--- src/rtl/program_loader.sv ---
// Writable program memory with byte-stream loader.
// A host streams DEPTH instruction bytes plus a checksum byte; the CPU is
// held in reset until a load with a matching checksum completes. The CPU
// fetch port reads the RAM combinationally, like the ROM it replaces.
module program_loader #(
    parameter int ADDR_W = 4,
    parameter int DATA_W = 8,
    parameter int DEPTH  = 16
) (
    input  logic              CLK,
    input  logic              CLR,
    input  logic              LOAD_START,
    input  logic [DATA_W-1:0] IN_DATA,
    input  logic              IN_VALID,
    output logic              IN_READY,
    input  logic [ADDR_W-1:0] Address,
    output logic [DATA_W-1:0] Order,
    output logic              CPU_CLR,
    output logic              BUSY,
    output logic              DONE,
    output logic              ERR
);

    typedef enum logic [2:0] {
        S_IDLE,
        S_LOAD,
        S_CHECK,
        S_RUN,
        S_ERROR
    } state_t;

    // Count is one bit wider than the address so the last word index is
    // reachable without the counter aliasing back to zero.
    localparam logic [ADDR_W:0] C_LAST = (ADDR_W+1)'(DEPTH - 1);

    state_t              r_state;
    logic [ADDR_W:0]     r_count;
    logic [DATA_W-1:0]   r_sum;
    logic                r_cpu_clr;
    logic                r_busy;
    logic                r_done;
    logic                r_err;
    logic [DATA_W-1:0]   r_mem [DEPTH];

    logic                w_ready;
    logic                w_xfer;

    // A restart pulse blocks acceptance so a coincident byte is not consumed.
    assign w_ready  = ((r_state == S_LOAD) || (r_state == S_CHECK)) && !LOAD_START;
    assign w_xfer   = w_ready && IN_VALID;

    assign IN_READY = w_ready;
    assign CPU_CLR  = r_cpu_clr;
    assign BUSY     = r_busy;
    assign DONE     = r_done;
    assign ERR      = r_err;
    assign Order    = r_mem[Address];

    // Load sequencer: counts data bytes, accumulates checksum, verifies it.
    always_ff @(posedge CLK) begin
        if (CLR) begin
            r_state   <= S_IDLE;
            r_count   <= '0;
            r_sum     <= '0;
            r_cpu_clr <= 1'b1;
            r_busy    <= 1'b0;
            r_done    <= 1'b0;
            r_err     <= 1'b0;
        end else if (LOAD_START) begin
            r_state   <= S_LOAD;
            r_count   <= '0;
            r_sum     <= '0;
            r_cpu_clr <= 1'b1;
            r_busy    <= 1'b1;
            r_done    <= 1'b0;
            r_err     <= 1'b0;
        end else begin
            case (r_state)
                S_LOAD: begin
                    if (w_xfer) begin
                        r_sum   <= r_sum + IN_DATA;
                        r_count <= r_count + (ADDR_W+1)'(1);
                        if (r_count == C_LAST) begin
                            r_state <= S_CHECK;
                        end
                    end
                end
                S_CHECK: begin
                    if (w_xfer) begin
                        r_busy <= 1'b0;
                        if (IN_DATA == r_sum) begin
                            r_state   <= S_RUN;
                            r_cpu_clr <= 1'b0;
                            r_done    <= 1'b1;
                        end else begin
                            r_state <= S_ERROR;
                            r_err   <= 1'b1;
                        end
                    end
                end
                default: begin
                end
            endcase
        end
    end

    // Program RAM: cleared on reset, written only by data bytes in LOAD.
    always_ff @(posedge CLK) begin
        if (CLR) begin
            for (int i = 0; i < DEPTH; i++) begin
                r_mem[i] <= '0;
            end
        end else if (w_xfer && (r_state == S_LOAD)) begin
            r_mem[r_count[ADDR_W-1:0]] <= IN_DATA;
        end
    end

endmodule

--- config.mk ---
export PLATFORM = sky130hd
export DESIGN_NAME = program_loader
export DESIGN_NICKNAME = d
export VERILOG_FILES = /design/src/rtl/program_loader.sv
export SDC_FILE = /design/constraint.sdc
export NUM_CORES = 1
export LEC_CHECK = 0
export BUFFER_PORTS_ARGS = -buffer_cell sky130_fd_sc_hd__buf_2
export CAP_MARGIN = 30
export CORE_ASPECT_RATIO = 0.6
export CORE_MARGIN = 4
export CORE_UTILIZATION = 30
export CTS_CLUSTER_SIZE = 30
export DETAILED_ROUTE_END_ITERATION = 10
export SYNTH_ARGS = -nofsm -noshare
export SYNTH_HDL_FRONTEND = slang
export SYNTH_SLANG_ARGS = --single-unit
--- constraint.sdc ---
create_clock -name CLK -period 3.05 [get_ports CLK]
set_clock_uncertainty 0.2 [all_clocks]
set_input_delay 0.61 -clock CLK [delete_from_list [all_inputs] [get_ports CLK]]
set_output_delay 0.61 -clock CLK [all_outputs]
set_load 0.01 [all_outputs]
# After elaboration in Yosys (flattened, before gate mapping)
# Memories as Yosys holds them, arrays and structs flattened.
# Index checks and enable logic that the tools add are counted.
[word_totals]
reg_bits = 20
latchBits = 0
mem_bits_rw = 128
romBits = 0
in_bits = 16
out_inout_bits = 13
word_cells = 56
memories = 1
[op_classes]
add_sub_neg = 2
n_mul = 0
n_div = 0
magnitude_cmp = 0
n_eq_ne = 10
shift = 0
n_mux = 17
bitwise_logic = 1
reduce_logical = 17
[memory_table]
columns = ["memory", "words", "word_bits", "rd", "rd_clocked_by_memory_dff", "wr", "line", "text"]
rows = [
  ["r_mem", 16, 8, 1, 0, 16, "43", "logic [DATA_W-1:0] r_mem [DEPTH];"],
]
[op_table]
columns = ["op", "count"]
rows = [
  ["2-to-1 mux 3 bit", 4],
  ["2-to-1 mux 1 bit", 10],
  ["adder 8 bit", 1],
  ["== test 8 bit", 1],
  ["2-to-1 mux 8 bit", 1],
  ["AND reduction 4 bit", 2],
  ["OR reduction 8 bit", 1],
  ["!= test 3 bit (second input constant)", 2],
  ["one-hot mux 3 bit (2 select lines)", 1],
  ["AND reduction 3 bit", 2],
  ["nonzero test 2 bit", 3],
  ["adder 5 x 1 -> 5 bit (second input constant)", 1],
  ["== test 5 x 4 -> 1 bit (second input constant)", 1],
  ["2-to-1 mux 4 bit", 1],
  ["!= test 2 bit (second input constant)", 2],
  ["AND reduction 2 bit", 2],
  ["== test 3 x 1 -> 1 bit (second input constant)", 1],
  ["== test 3 x 2 -> 1 bit (second input constant)", 1],
  ["logical AND 1 bit", 3],
  ["!= test 3 x 2 -> 1 bit (second input constant)", 1],
  ["nonzero test 3 bit", 1],
  ["!= test 2 x 1 -> 1 bit (second input constant)", 1],
  ["OR reduction 2 bit", 1],
  ["logical NOT 1 bit", 1],
  ["other kinds (2)", 2],
]

# Longest topological paths before layout
[depth]
ltp_word = 10
mapped_depth = 7
ltp_nobuf = 7

# Least setup slack after synthesis
# OpenSTA, ideal clock, no wires.
[synth_path]
path_type = "in2out"
start = "input port Address[0]"
end = "output port Order[0]"
t_arrival_ps = 1883
required_time_ps = 2240
setup_slack_ps = 357
stages = 4
n_path_buf = 2
cell_sequence = "buf_6 > buf_8 > mux4_1 > mux4_2"
[synth_via]
elab_chain_cells = 1
[synth_rtl]
columns = ["item", "line", "text"]
rows = [
  ["start: declaration", "16", "input logic [ADDR_W-1:0] Address,"],
  ["memory (16 x 8 bit)", "--", ""],
  ["end: declaration", "17", "output logic [DATA_W-1:0] Order,"],
]
# Every way passes these cells.

# Worst setup path after layout
[layout_path]
start = "input port Address[0]"
end = "output port Order[1]"
# The elaborated chain is that of the path after synthesis.

==> flow_summary.yaml <==
synthesis:
  yosysTopAreaCell: "edfxtp_1"
  synthFlopType: "edfxtp_1"
  yosysMostFrequentCell: "and2_1"
  syn_nets: 522
  syn-instance-count: 493
  synth-seq-cells: 148
  synth_cell_type_count: 46
  yosysSeqAreaShare: 0.583
  synth.avg_cell_area_sq_um: 14.8
  synth.top_cells.by_area: "edfxtp_1 53%, and2_1 11%, mux4_1 8.7%"
  syn_area_sq_um: 7280
  synth_edf_count: 128
  ys_warn_count: 0
  async_flop_share: 0
  synth_commonest_cells: "130 x and2_1, 128 x edfxtp_1, 24 x mux4_1"
  netlist.area_leader.share: 0.528
setup_path:
  cp-startpoint: "Address[0]"
  worstReg2RegStart: "r_state[2]$_SDFFE_PP0P_"
  crit_path_end: "Order[1]"
  critPathLaunchType: "input port"
  cp_max_fo: 12
  crit_path_end_kind: "primary output"
  reg2reg_to: "r_mem[9][3]$_SDFFCE_PN0P_"
  rrSetupSlack_ps: 780
  crit_required_ps: 2240
  arrival_ps: 2190
  reg2reg_depth: 5
  critPathKind: "in2out"
clock_tree:
  clkLatencyLatePin_ps: 420
  numClockSinks: 148
  cts-hold-fix-buffers: 0
  numCtsBuffers: 17
  cts_tree: "done"
  post_cts_resized: 0
  htree_levels: 4
  post_cts_buffers: 0
  clockBufferDepth: 2
  path_clk_slew_ps: 60
  clk_root_buffer_cell: "clkbuf_16"
routing:
  wl_per_cell_um: 21.6
  wl_um: 18600
  drtAntennaViolNets: 0
  drt-initial-drc-count: 399
  dr.pass1.iters: 5
  viasPerCell: 4.92
  drc: 0
  vias: 4232
die:
  dieArea_sq_um: 26900
  rows: 43
  die_y_um: 129
  pin_count: 29
  die_x_um: 209
  core_sq_um: 23500
  initial_core_util: 0.310
cells_and_area:
  drive_gt1_frac: 0.238
  design_area_sq_um: 8450
  layout.nets: 562
  instances_no_fill: 861
  diodes: 0
  nFillCells: 2272
  syn_to_final_growth_pct: 16.0
placed_design:
  placed_area_sq_um: 7840
  numPortBuffers: 28
  dp_cells: 829
  dp_hpwl_um: 13200
  gp_congestion: 0.819
sta:
  rsz0062_at_grt: "false"
  finalSetupViolCount: 0
  maxSlewViolCount: 0
  fin_crit_ps: 3000
  slew_headroom: 0.719
  fin_tns_setup_ps: 0
  hold_viol_final: 0
  max_freq_ghz: 0.333
  worstMarginPinSlew_ps: 421
  fin_crit_sh: 0.985
global_routing:
  grt_pass1_wl_um: 27700
  antenna_found_initial: 0
  grt_start_max_net_pins: 33
  globalRouteOverflowTotal: 0
  grt_usage: 0.143
  grt_pass1_vias: 4205
min_path:
  hold_path_class: "reg2reg"
pwr:
  ir_worst_vdd_uv: 355
  total_power_mw: 4.79
  leakage_nw: 3.19
  power_density_nw_per_um2: 567
run:
  maxCapViolCount: 0
run_status:
  status: "completed"
## state kept, by name (all words and copies together), names as in the netlist
signal / flops
ERR: 1
r_count: 5
r_state: 3
BUSY: 1
DONE: 1
CPU_CLR: 1
r_sum: 8
r_mem: 128
## worst min path at each step
stage / startpoint / to / slack (ps) / cells past startpoint
finish: r_sum[4]$_SDFFE_PP0P_ / r_sum[4]$_SDFFE_PP0P_ / 260 / 2
global route: CPU_CLR$_SDFFE_PP1P_ / CPU_CLR$_SDFFE_PP1P_ / 270 / 1
CTS: r_sum[0]$_SDFFE_PP0P_ / r_sum[0]$_SDFFE_PP0P_ / 260 / 2
detailed placement: CPU_CLR$_SDFFE_PP1P_ / CPU_CLR$_SDFFE_PP1P_ / 240 / 1
global placement: CPU_CLR$_SDFFE_PP1P_ / CPU_CLR$_SDFFE_PP1P_ / 230 / 1
floorplan: r_sum[4]$_SDFFE_PP0P_ / r_sum[4]$_SDFFE_PP0P_ / 240 / 2
## logic make-up (layout without fill, tap and decap cells)
logic type,after synthesis,count (layout),share of synthesized area
fa+ha+maj,13,13,0.0234
simple gates,222,222,0.197
mux,40,40,0.136
flops,148,148,0.583
xor+xnor,8,8,0.00963
compound gates,33,33,0.0280
buf+inv,29,82,0.0225
## worst max-delay path, cell delays in order
cell and delay [ps]:
buf_2 140, buf_12 170, mux4_1 560, mux4_2 530
buf_2 170
## per-layer routing
| layer | up-vias | track usage | part of all wire |
|---|---|---|---|
| met3 | 22 | 0.0478 | 0.094 |
| met4 | 0 | 0.0399 | 0.015 |
| met1 | 2136 | 0.211 | 0.47 |
| met5 | - | 0 | 0 |
| li1 | 1916 | - | - |
| met2 | 158 | 0.200 | 0.42 |
## power by group
part / switching (mW) / internal, mW
Sequential: 0.0366 / 2.26
Combinational: 0.178 / 0.131
Clock: 0.881 / 1.30
Total: 1.10 / 3.70
## per-stage QoR
stage          setup slack, ps  hold slack [ps]   util
2_1_floorplan              357              236      -
3_3_place_gp              76.0              233  0.334
3_5_place_dp              57.8              241  0.334
4_1_cts                   53.7              263  0.360
5_1_grt                   10.1              271  0.360
6_report                  45.8              260  0.360
## area by class of cell
class,count,area [sq um],area share
multi-input cells,316,2870,0.340
repair buffers,47,320,0.0379
clock buffers,19,433,0.0513
flip-flops and latches,148,4240,0.503
clock inverters,13,173,0.0204
well taps,315,394,0.0467
inverters,3,11.3,0.00133
## layout by cell type, fill, tap and decap left out, types with 4 or more instances in the layout
cell / count
and2_1: 130
edfxtp_1: 128
buf_2: 28
mux4_1: 24
dfxtp_1: 20
or2_2: 17
clkbuf_16: 17
mux4_2: 16
nand2_1: 16
buf_4: 16
a21oi_1: 15
nor2_4: 14
nor2_1: 12
ha_1: 12
xnor2_1: 6
and3_1: 5
nand2b_1: 5
nor3_1: 4
a211oi_1: 4
o21ai_0: 4
a21o_1: 4
(Power assumes the default switching activity.)
